### src/rtl/mux4_1_serializer.sv
// 4:1 byte serializer: a one-word holding buffer feeds a shift register that
// emits lanes 0..3 on consecutive clk4f cycles; invalid lanes are emitted as 0.
module mux4_1_serializer #(
    parameter int DATA_W = 8
) (
    input  logic              clk4f,
    input  logic              reset,
    input  logic [DATA_W-1:0] in0,
    input  logic [DATA_W-1:0] in1,
    input  logic [DATA_W-1:0] in2,
    input  logic [DATA_W-1:0] in3,
    input  logic              valid_in0,
    input  logic              valid_in1,
    input  logic              valid_in2,
    input  logic              valid_in3,
    input  logic              load,
    output logic              in_ready,
    output logic [DATA_W-1:0] out0,
    output logic              valid_out0,
    output logic              overflow
);

    // phase | meaning (while busy)
    // 1     | lane0 on output, lane1 next
    // 2     | lane1 on output, lane2 next
    // 3     | lane2 on output, lane3 next; busy clears on that edge
    // 0     | idle (busy=0)
    localparam logic [1:0] PH_IDLE = 2'd0;
    localparam logic [1:0] PH_L1   = 2'd1;
    localparam logic [1:0] PH_L2   = 2'd2;

    logic [3:0][DATA_W-1:0] hold_data_q, hold_data_d;
    logic [3:0]             hold_vld_q, hold_vld_d;
    logic                   full_q, full_d;
    logic [2:0][DATA_W-1:0] shift_data_q, shift_data_d;
    logic [2:0]             shift_vld_q, shift_vld_d;
    logic                   busy_q, busy_d;
    logic [1:0]             phase_q, phase_d;
    logic [DATA_W-1:0]      out_q, out_d;
    logic                   vout_q, vout_d;
    logic                   ovf_q, ovf_d;
    logic                   accept, launch;

    function automatic logic [DATA_W-1:0] mask_lane(input logic [DATA_W-1:0] d,
                                                    input logic v);
        return v ? d : '0;
    endfunction

    always_comb begin
        hold_data_d  = hold_data_q;
        hold_vld_d   = hold_vld_q;
        full_d       = full_q;
        shift_data_d = shift_data_q;
        shift_vld_d  = shift_vld_q;
        busy_d       = busy_q;
        phase_d      = phase_q;
        out_d        = '0;
        vout_d       = 1'b0;
        ovf_d        = ovf_q;

        accept = load & ~full_q;
        // Busy always drops on the lane3 edge, so a waiting word launches on
        // the very next edge with no bubble.
        launch = full_q & ~busy_q;

        if (load & full_q) begin
            ovf_d = 1'b1;
        end

        if (launch) begin
            out_d        = mask_lane(hold_data_q[0], hold_vld_q[0]);
            vout_d       = hold_vld_q[0];
            shift_data_d = hold_data_q[3:1];
            shift_vld_d  = hold_vld_q[3:1];
            full_d       = 1'b0;
            busy_d       = 1'b1;
            phase_d      = PH_L1;
        end else if (busy_q) begin
            phase_d = phase_q + 2'd1;
            case (phase_q)
                PH_L1: begin
                    out_d  = mask_lane(shift_data_q[0], shift_vld_q[0]);
                    vout_d = shift_vld_q[0];
                end
                PH_L2: begin
                    out_d  = mask_lane(shift_data_q[1], shift_vld_q[1]);
                    vout_d = shift_vld_q[1];
                end
                default: begin
                    out_d   = mask_lane(shift_data_q[2], shift_vld_q[2]);
                    vout_d  = shift_vld_q[2];
                    busy_d  = 1'b0;
                    phase_d = PH_IDLE;
                end
            endcase
        end

        if (accept) begin
            hold_data_d = {in3, in2, in1, in0};
            hold_vld_d  = {valid_in3, valid_in2, valid_in1, valid_in0};
            full_d      = 1'b1;
        end
    end

    always_ff @(posedge clk4f or negedge reset) begin
        if (!reset) begin
            hold_data_q  <= '0;
            hold_vld_q   <= '0;
            full_q       <= 1'b0;
            shift_data_q <= '0;
            shift_vld_q  <= '0;
            busy_q       <= 1'b0;
            phase_q      <= PH_IDLE;
            out_q        <= '0;
            vout_q       <= 1'b0;
            ovf_q        <= 1'b0;
        end else begin
            hold_data_q  <= hold_data_d;
            hold_vld_q   <= hold_vld_d;
            full_q       <= full_d;
            shift_data_q <= shift_data_d;
            shift_vld_q  <= shift_vld_d;
            busy_q       <= busy_d;
            phase_q      <= phase_d;
            out_q        <= out_d;
            vout_q       <= vout_d;
            ovf_q        <= ovf_d;
        end
    end

    assign in_ready   = ~full_q;
    assign out0       = out_q;
    assign valid_out0 = vout_q;
    assign overflow   = ovf_q;

endmodule

### config.mk
export PLATFORM = sky130hd
export DESIGN_NAME = mux4_1_serializer
export DESIGN_NICKNAME = d
export VERILOG_FILES = /design/src/rtl/mux4_1_serializer.sv
export SDC_FILE = /design/constraint.sdc
export NUM_CORES = 1
export LEC_CHECK = 0
export ABC_AREA = 1
export CORE_AREA = 2 2 129 93
export DETAILED_ROUTE_END_ITERATION = 12
export DIE_AREA = 0 0 131 95
export DONT_BUFFER_PORTS = 1
export PLACE_DENSITY_LB_ADDON = 0.05
export SYNTH_ARGS = -nofsm -noshare
export SYNTH_HDL_FRONTEND = slang
export SYNTH_SLANG_ARGS = --single-unit
export TNS_END_PERCENT = 10
### constraint.sdc
create_clock -name clk4f -period 1.45 [get_ports clk4f]
set_clock_uncertainty 0.1 [all_clocks]
set_input_delay 0.145 -clock clk4f [delete_from_list [all_inputs] [get_ports clk4f]]
set_output_delay 0.145 -clock clk4f [all_outputs]
set_load 0.03 [all_outputs]
== After elaboration in Yosys (flattened, before gate mapping) ==
Index checks and enable logic that the tools add are counted.
Widths: inputs -> output; s select.

* Add/subtract/negate cells: 1
* Multiply operators: 0
* Div/mod/pow operators: 0
* $lt $le $gt $ge: 0
* Equality and inequality tests: 2
* Shifts and indexed selects: 0
* Mux-type cells: 18
* Bitwise logic cells: 5
* Reductions and logical operators: 3

{| class="wikitable"
|+ Operators with widths
! cell !! number
|-
| $mux 8 || 6
|-
| $pmux 8 s2 || 1
|-
| $mux 1 || 7
|-
| $mux 2 || 3
|-
| $reduce_bool 2->1 || 2
|-
| $and 1x1->1 || 3
|-
| $add 2x1->2 const B || 1
|-
| $eq 2x1->1 const B || 1
|-
| $eq 2x2->1 const B || 1
|-
| $not 1->1 || 2
|-
| $pmux 1 s2 || 1
|-
| $reduce_or 2->1 || 1
|}

* Register bits after elaboration: 77
* Latch bits: 0
* Bits in writable memories: 0
* Bits in read-only memories: 0
* Bits of input ports: 39
* Output and inout bits: 11
* Word-level logic and storage cells: 44
* Memories: 0

== Logic depth before layout (Yosys ltp) ==
Gate-level depths: netlist (run 1).

* Depth after elaboration: 5
* Gate-level depth with buffers: 7

== Least setup slack after synthesis (run 1) ==
No wires, ideal clock.

* Path type: reg-to-reg
* Start: reg phase_q[0]
* End: reg out_q[0], in the netlist out0[0]
* Library setup time: 0.119 ns
* Data arrival time: 1.119 ns
* Data required time: 1.231 ns
* Setup slack: 0.112 ns
* Stages on the path, launching flop included: 7
* Path buffers: 0
* Period minus slack after synthesis: 1.338 ns
* Cells stage by stage: dfrtp_1 -> inv_1 -> ha_1 -> nand3_1 -> nor2_1 -> nor2_1 -> nand2_1

* Cells in the longest elaborated chain, start to end: 4
* Elaborated cells between the ends (all ways): 5

{| class="wikitable"
|+ RTL lines
! element !! line !! source
|-
| from (decl) || 38 || <nowiki>logic [1:0] phase_q, phase_d;</nowiki>
|-
| from (signal assigned) || 124 || <nowiki>phase_q <= phase_d;</nowiki>
|-
| $eq 2x2->1 / $eq 2x1->1 (equally long branches) || 80 || <nowiki>case (phase_q)</nowiki>
|-
| $pmux 8 s2 (*) || 80 ||
|-
| $mux 8 (*) || 78 || <nowiki>end else if (busy_q) begin</nowiki>
|-
| $mux 8 (*) || 70 || <nowiki>if (launch) begin</nowiki>
|-
| named net out_d[0] || 39 || <nowiki>logic [DATA_W-1:0] out_q, out_d;</nowiki>
|-
| to (signal assigned) || 125 || <nowiki>out_q <= out_d;</nowiki>
|-
| to (decl) || 39 ||
|}

Mark *: on every way through the listed nets, which the timed path passes. The rest lies on a longest branch.
A chain may end at the register's enable or synchronous reset.

== Worst setup path after layout (run 1) ==
* Start: reg phase_q[1]
* End: reg out_q[0], in the netlist out0[0]

The elaborated chain is that of the path after synthesis.

==> results of run 1 <==
==> layout make-up <==
| type | instances | area share |
|---|---|---|
| clock buffer | 13 | 0.0674 |
| clock inverter | 3 | 0.00421 |
| inverter | 23 | 0.0214 |
| multi-input combinational | 257 | 0.277 |
| sequential | 77 | 0.463 |
| tap | 157 | 0.0472 |
| timing repair buffer | 49 | 0.119 |
==> cell families (layout without fill, tap and decap cells) <==
logic type | after synthesis | count (layout) | synth area share
AO/OA/AOI/OAI | 27 | 27 | 0.0461
adder cells (fa/ha/maj) | 3 | 3 | 0.0113
buffers and inverters | 48 | 88 | 0.0778
flip-flops | 77 | 77 | 0.582
AND/OR/NAND/NOR | 227 | 227 | 0.283
==> power by group <==
| group | internal (mW) | total [mW] | switching (mW) | leakage [nW] |
|---|---|---|---|---|
| Clock | 1.34 | 2.22 | 0.877 | 0.148 |
| Sequential | 3.18 | 4.12 | 0.937 | 0.941 |
| Combinational | 1.09 | 2.89 | 1.80 | 1.01 |
==> worst max-delay path, cell delays in order, from the launching register on <==
cell	delay, ns
dfrtp_1	0.40
inv_1	0.09
ha_1	0.21
buf_4	0.17
nand3_1	0.08
nand2_1	0.08
nand2_1	0.07
nand2_1	0.05
==> flip-flops by register name (all words and copies together) (netlist names) <==
register,cells
hold_vld_q,4
hold_data_q,32
valid_out0,1
shift_data_q,24
shift_vld_q,3
phase_q,2
busy_q,1
overflow,1
full_q,1
out0,8
==> worst paths after layout <==
kind                                             start                     endpoint  slack (ns)  cells past startpoint
max                             phase_q[1]$_DFFE_PN0P_            out0[0]$_DFF_PN0_        0.08                      7
min                                              reset  hold_data_q[18]$_DFFE_PN0P_       -0.60                      0
max reg2reg                     phase_q[1]$_DFFE_PN0P_            out0[0]$_DFF_PN0_        0.08                      7
min reg2reg                hold_data_q[14]$_DFFE_PN0P_  hold_data_q[14]$_DFFE_PN0P_        0.37                      2
max in group asynchronous                        reset  shift_data_q[5]$_DFFE_PN0P_        1.71                      0
min in group clk4f                                load  hold_data_q[14]$_DFFE_PN0P_        0.03                      3
==> routing by layer <==
layer	up-vias	track usage	share of wire
met3	10	0.0493	0.047
met4	0	0.0399	0.012
met2	46	0.220	0.40
met1	1197	0.235	0.55
li1	1270	-	-
met5	-	0	0
==> cells in the final DEF, fill, tap and decap left out <==
cell           synthesis  routed
a21oi_1               10      10
clkinvlp_4             0       1
ha_4                   0       1
inv_4                  1       1
nand3_1               59      58
clkinv_2               0       2
nor2_1                38      38
dfrtp_1               77      77
inv_1                 22      22
nand2_1              127     127
clkbuf_16              0       9
a21o_1                 1       1
a21oi_2                3       3
buf_12                 0       3
nor2_4                 1       1
nand3_4                0       1
clkbuf_8               0       4
o31ai_1                1       1
ha_1                   3       2
o21ai_0               11      11
nand2_2                2       2
dlygate4sd3_1          0      36
a31oi_1                1       1
buf_4                  4      10
==> stage by stage <==
stage,setup TNS (ns),utilization
after global routing,-0.00143,0.366
after global placement,-0.258,0.304
final,0,0.366
after floorplan,0,-
after CTS,0,0.365
after detailed placement,-0.678,0.304
==> repair_timing <==
item,CTS,global route
setup buffers,0,0
hold endpoints to repair,114,77
endpoints found under the setup margin,9,8
gates resized for setup,1,2
gates cloned,0,0
==> flow_metrics.tcl, run 1 <==
set metrics [dict create \
    dieArea_um2 12400 \
    stdcell_area_um2 4160 \
    final-seq-area_um2 1930 \
    holdWs_ns -0.595 \
    firstDrtPassIters 5 \
    routed_wl_mm 8.77 \
    syn_area_per_cell_um2 8.67 \
    ys_seq_area_frac 0.582 \
    coreArea_um2 11400 \
    grt_first_pass_wirelength_mm 14.4 \
    worstPathMaxFanout 7 \
    nFillCells 1193 \
    grt_pass1_vias 2621 \
    setup_viol 0 \
    clk_pin_slew_ns 0.06 \
    yosys.area.top_type_share 0.582 \
    die_x_um 131 \
    area_growth_syn_to_layout_pct 25.5 \
    routed_via_density 4.36 \
    synthesis.area_um2 3310 \
    synth_ff_type "dfrtp_1" \
    powerDensity_nw_per_um2 2220 \
    dp_hpwl_mm 5.64 \
    cp.arrival_ns 1.49 \
    start_util 0.292 \
    period_share 0.945 \
    drcViolationCount 0 \
    multi_input_area_um2 1150 \
    yosysTopAreaCell "dfrtp_1" \
    grt-ovfl-total 0 \
    ys_async_sr_fraction 1.00 \
    antenna_cells 0 \
    endpoint_kind "flop" \
    hold_buffers 37 \
    netlist-cell-type-count 20 \
    cts_tree "built" \
    gp_routability_congestion 0.707 \
    violations "negative hold slack" \
    worst-setup-path-type "reg -> reg" \
    status "finished with violations" \
    die_h_um 95 \
    drv_cap 0 \
    finalHoldViolations 77 \
    min_path_type "in -> async" \
    cts-root-buf "clkbuf_16" \
    antenna_found_initial 0 \
    io_buffers 0 \
    fin_cells 579 \
    fin_nets 459 \
    maxSlewHeadroom 0.695 \
    ys_top_cells_by_count "nand2_1, dfrtp_1, nand3_1, nor2_1, inv_1" \
    timing.fmax_mhz 730 \
    startpoint_type "flop" \
    setup_slack_ns 0.0799 \
    max-vdd-ir-drop_v 0.000712 \
    total_power_mw 9.22 \
    cts.htree.levels 3 \
    synth_most_common_cell "nand2_1" \
    required_ns 1.57 \
    grt_setup_unrepaired "yes" \
    synth_cells 382 \
    cts.path.max_buffers 2 \
    leakagePower_nw 2.10 \
    vias 2523 \
    dpl_cell_area_um2 3460 \
    synth_edf_count 0 \
    drtIter0Drc 97 \
    drtAntennaViolNets 0 \
    ys_ff_latch 77 \
    cts.sinks 77 \
    cts_buffers 9 \
    period_needed_ns 1.37 \
    layout-drive-gt1-share 0.0900 \
    grt_max_degree 78 \
    io_pins 50 \
    place_ws_ns -0.113 \
    maxSlewViolCount 0 \
    ys_warn_count 0 \
    wire_per_inst_um 15.2 \
    synth_fp_nets 424 \
    dp.cells 526 \
    worst_pin_slew_ns 0.457 \
    synthTopCellsByArea "dfrtp_1, nand2_1, nand3_1" \
    clk_latency_ns 0.33 \
    grt.total_usage 0.158 \
    rows 33 \
]
Note: power is estimated with default switching activity, not from simulation.
==> inputs of run 2 (changes only) <==
--- a/config.mk
+++ b/config.mk
@@ -6,9 +6,9 @@
 export NUM_CORES = 1
 export LEC_CHECK = 0
 export ABC_AREA = 1
-export CORE_AREA = 2 2 129 93
+export CORE_AREA = 2 2 96 70
 export DETAILED_ROUTE_END_ITERATION = 12
-export DIE_AREA = 0 0 131 95
+export DIE_AREA = 0 0 98 72
 export DONT_BUFFER_PORTS = 1
 export PLACE_DENSITY_LB_ADDON = 0.05
 export SYNTH_ARGS = -nofsm -noshare
==> flow_metrics.tcl, run 2 (synthesis results as in run 1) <==
set metrics [dict create \
    start_util 0.544 \
    grt_max_degree 78 \
    holdWs_ns -0.611 \
    required_ns 1.61 \
    nFillCells 533 \
    antenna_found_initial 0 \
    violations "negative hold slack" \
    grt_first_pass_wirelength_mm 12.0 \
    endpoint_kind "flop" \
    grt_setup_unrepaired "no" \
    period_share 0.948 \
    grt.total_usage 0.221 \
    worst_pin_slew_ns 1.06 \
    cp.arrival_ns 1.53 \
    cts.htree.levels 3 \
    clk_latency_ns 0.35 \
    die_h_um 72 \
    dp_hpwl_mm 4.69 \
    mostFrequentLayoutCell "nand2_1" \
    vias 2482 \
    cts.sinks 77 \
    cts-root-buf "clkbuf_8" \
    layout-drive-gt1-share 0.0903 \
    die_x_um 98 \
    p_int_mw 4.90 \
    cpPeakStageDelay_ns 0.40 \
    postCtsSetupBuffers 0 \
    p_sw_frac 0.412 \
    largest_reg_flops 32 \
    firstDrtPassIters 4 \
    worst-setup-path-type "reg -> reg" \
    wire_per_inst_um 14.5 \
    powerDensity_nw_per_um2 2120 \
    coreArea_um2 6100 \
    rrSetupSlack_ns 0.07 \
    hold_buffers 37 \
    routed_wl_mm 7.22 \
    pwr-share-clk 0.172 \
    maxSlewViolCount 0 \
    cts_buffers 9 \
    status "finished with violations" \
    area_growth_syn_to_layout_pct 18.4 \
    rows 24 \
    setup_viol 0 \
    leakagePower_nw 2.03 \
    grt_pass1_vias 2426 \
    drtAntennaViolNets 0 \
    clk_pin_slew_ns 0.08 \
    grt-ovfl-total 0 \
    period_needed_ns 1.38 \
    antenna_cells 0 \
    startpoint_type "flop" \
    power_frac_seq 0.492 \
    comb_power_share 0.336 \
    maxSlewHeadroom 0.293 \
    drv_cap 0 \
    cts.path.max_buffers 2 \
    cts_tree "built" \
    tns_ns 0 \
    routed_via_density 4.97 \
    cp_cell_sequence "inv_2, ha_2, buf_4, nor2_4, inv_1, o31ai_1" \
    ff2ff_path_depth 6 \
    top_register "hold_data_q" \
    fin_nets 458 \
    gp_routability_congestion 0.870 \
    final_cell_mix "nand2_1, dfrtp_1, nand3_1, nor2_1, dlygate4sd3_1" \
    io_buffers 0 \
    worstPathMaxFanout 5 \
    finalHoldViolations 77 \
    power_switching_mw 3.43 \
    r2r_start "phase_q[0]$_DFFE_PN0P_" \
    max-vdd-ir-drop_v 0.00110 \
    r2r-end "phase_q[1]$_DFFE_PN0P_" \
    drtIter0Drc 76 \
    dieArea_um2 7060 \
    drcViolationCount 0 \
    min_path_type "in -> async" \
    io_pins 50 \
    critPathSlowestCell "dfrtp_1" \
    timing.fmax_mhz 727 \
]
## run 2: cell types whose count changed in the layout (fill, tap and decap cells not counted), moves of 2 or more
cell,change
ha_2,+2
buf_4,-3
clkbuf_16,-9
clkbuf_8,+6
## run 2: how the worst max path moves through the flow
stage,start,to,slack [ns],cells past startpoint
final,phase_q[0]$_DFFE_PN0P_,phase_q[1]$_DFFE_PN0P_,0.07,6
after global routing,phase_q[0]$_DFFE_PN0P_,phase_q[1]$_DFFE_PN0P_,0.002,6
after CTS,load,hold_data_q[16]$_DFFE_PN0P_,0.0009,3
after detailed placement,phase_q[0]$_DFFE_PN0P_,out0[0]$_DFF_PN0_,0.02,6
after global placement,phase_q[0]$_DFFE_PN0P_,out0[6]$_DFF_PN0_,0.06,6
after floorplan,phase_q[0]$_DFFE_PN0P_,out0[0]$_DFF_PN0_,0.11,6
## run 2: power by group through the flow
stage	clock [mW]	sequential, mW	combinational (mW)
floorplan	0	3.78	2.23
global placement	0	4.08	2.54
detailed placement	0	4.11	2.61
CTS	1.47	4.07	2.71
global route	1.56	4.21	3.22
finish	1.44	4.10	2.79
## run 2: stage by stage
stage / util / instances / power, mW / worst slack, ns / instance area [µm²]
finish: 0.644 / 499 / 8.33 / 0.0747 / 3920
floorplan: - / 382 / 6.01 / 0.112 / 3310
CTS: 0.638 / 498 / 8.26 / 0.000853 / 3890
detailed placement: 0.548 / 445 / 6.73 / 0.0229 / 3340
global route: 0.644 / 499 / 8.99 / 0.00209 / 3920
global placement: 0.548 / 445 / 6.62 / 0.0644 / 3340
## run 2: layout make-up
cell class | count | area [µm²] | share of cell area
Tap cell | 78 | 97.6 | 0.0249
Timing Repair Buffer | 47 | 477 | 0.121
Sequential cell | 77 | 1930 | 0.491
Multi-Input combinational cell | 258 | 1160 | 0.295
Clock buffer | 10 | 138 | 0.0351
Clock inverter | 6 | 38.8 | 0.00989
Inverter | 23 | 88.8 | 0.0226
## run 2: worst max-delay path, delay by kind of cell, from the launching register on
kind | cells | cell delay [ns]
buffers and inverters | 3 | 0.31
and+or+nand+nor | 1 | 0.13
DFF | 1 | 0.40
adders and majority gates | 1 | 0.29
AOI/OAI and AO/OA | 1 | 0.06
## run 2: per-layer routing
metal / part of all wire / track usage
met2: 0.43 / 0.330
met4: 0.014 / 0.0741
met5: 0 / 0
met1: 0.51 / 0.323
met3: 0.052 / 0.0530
## run 2: timing repair
item                                   CTS  global route
resized for setup                        0             8
setup endpoints to repair                0            39
endpoints found under the hold margin  114            77
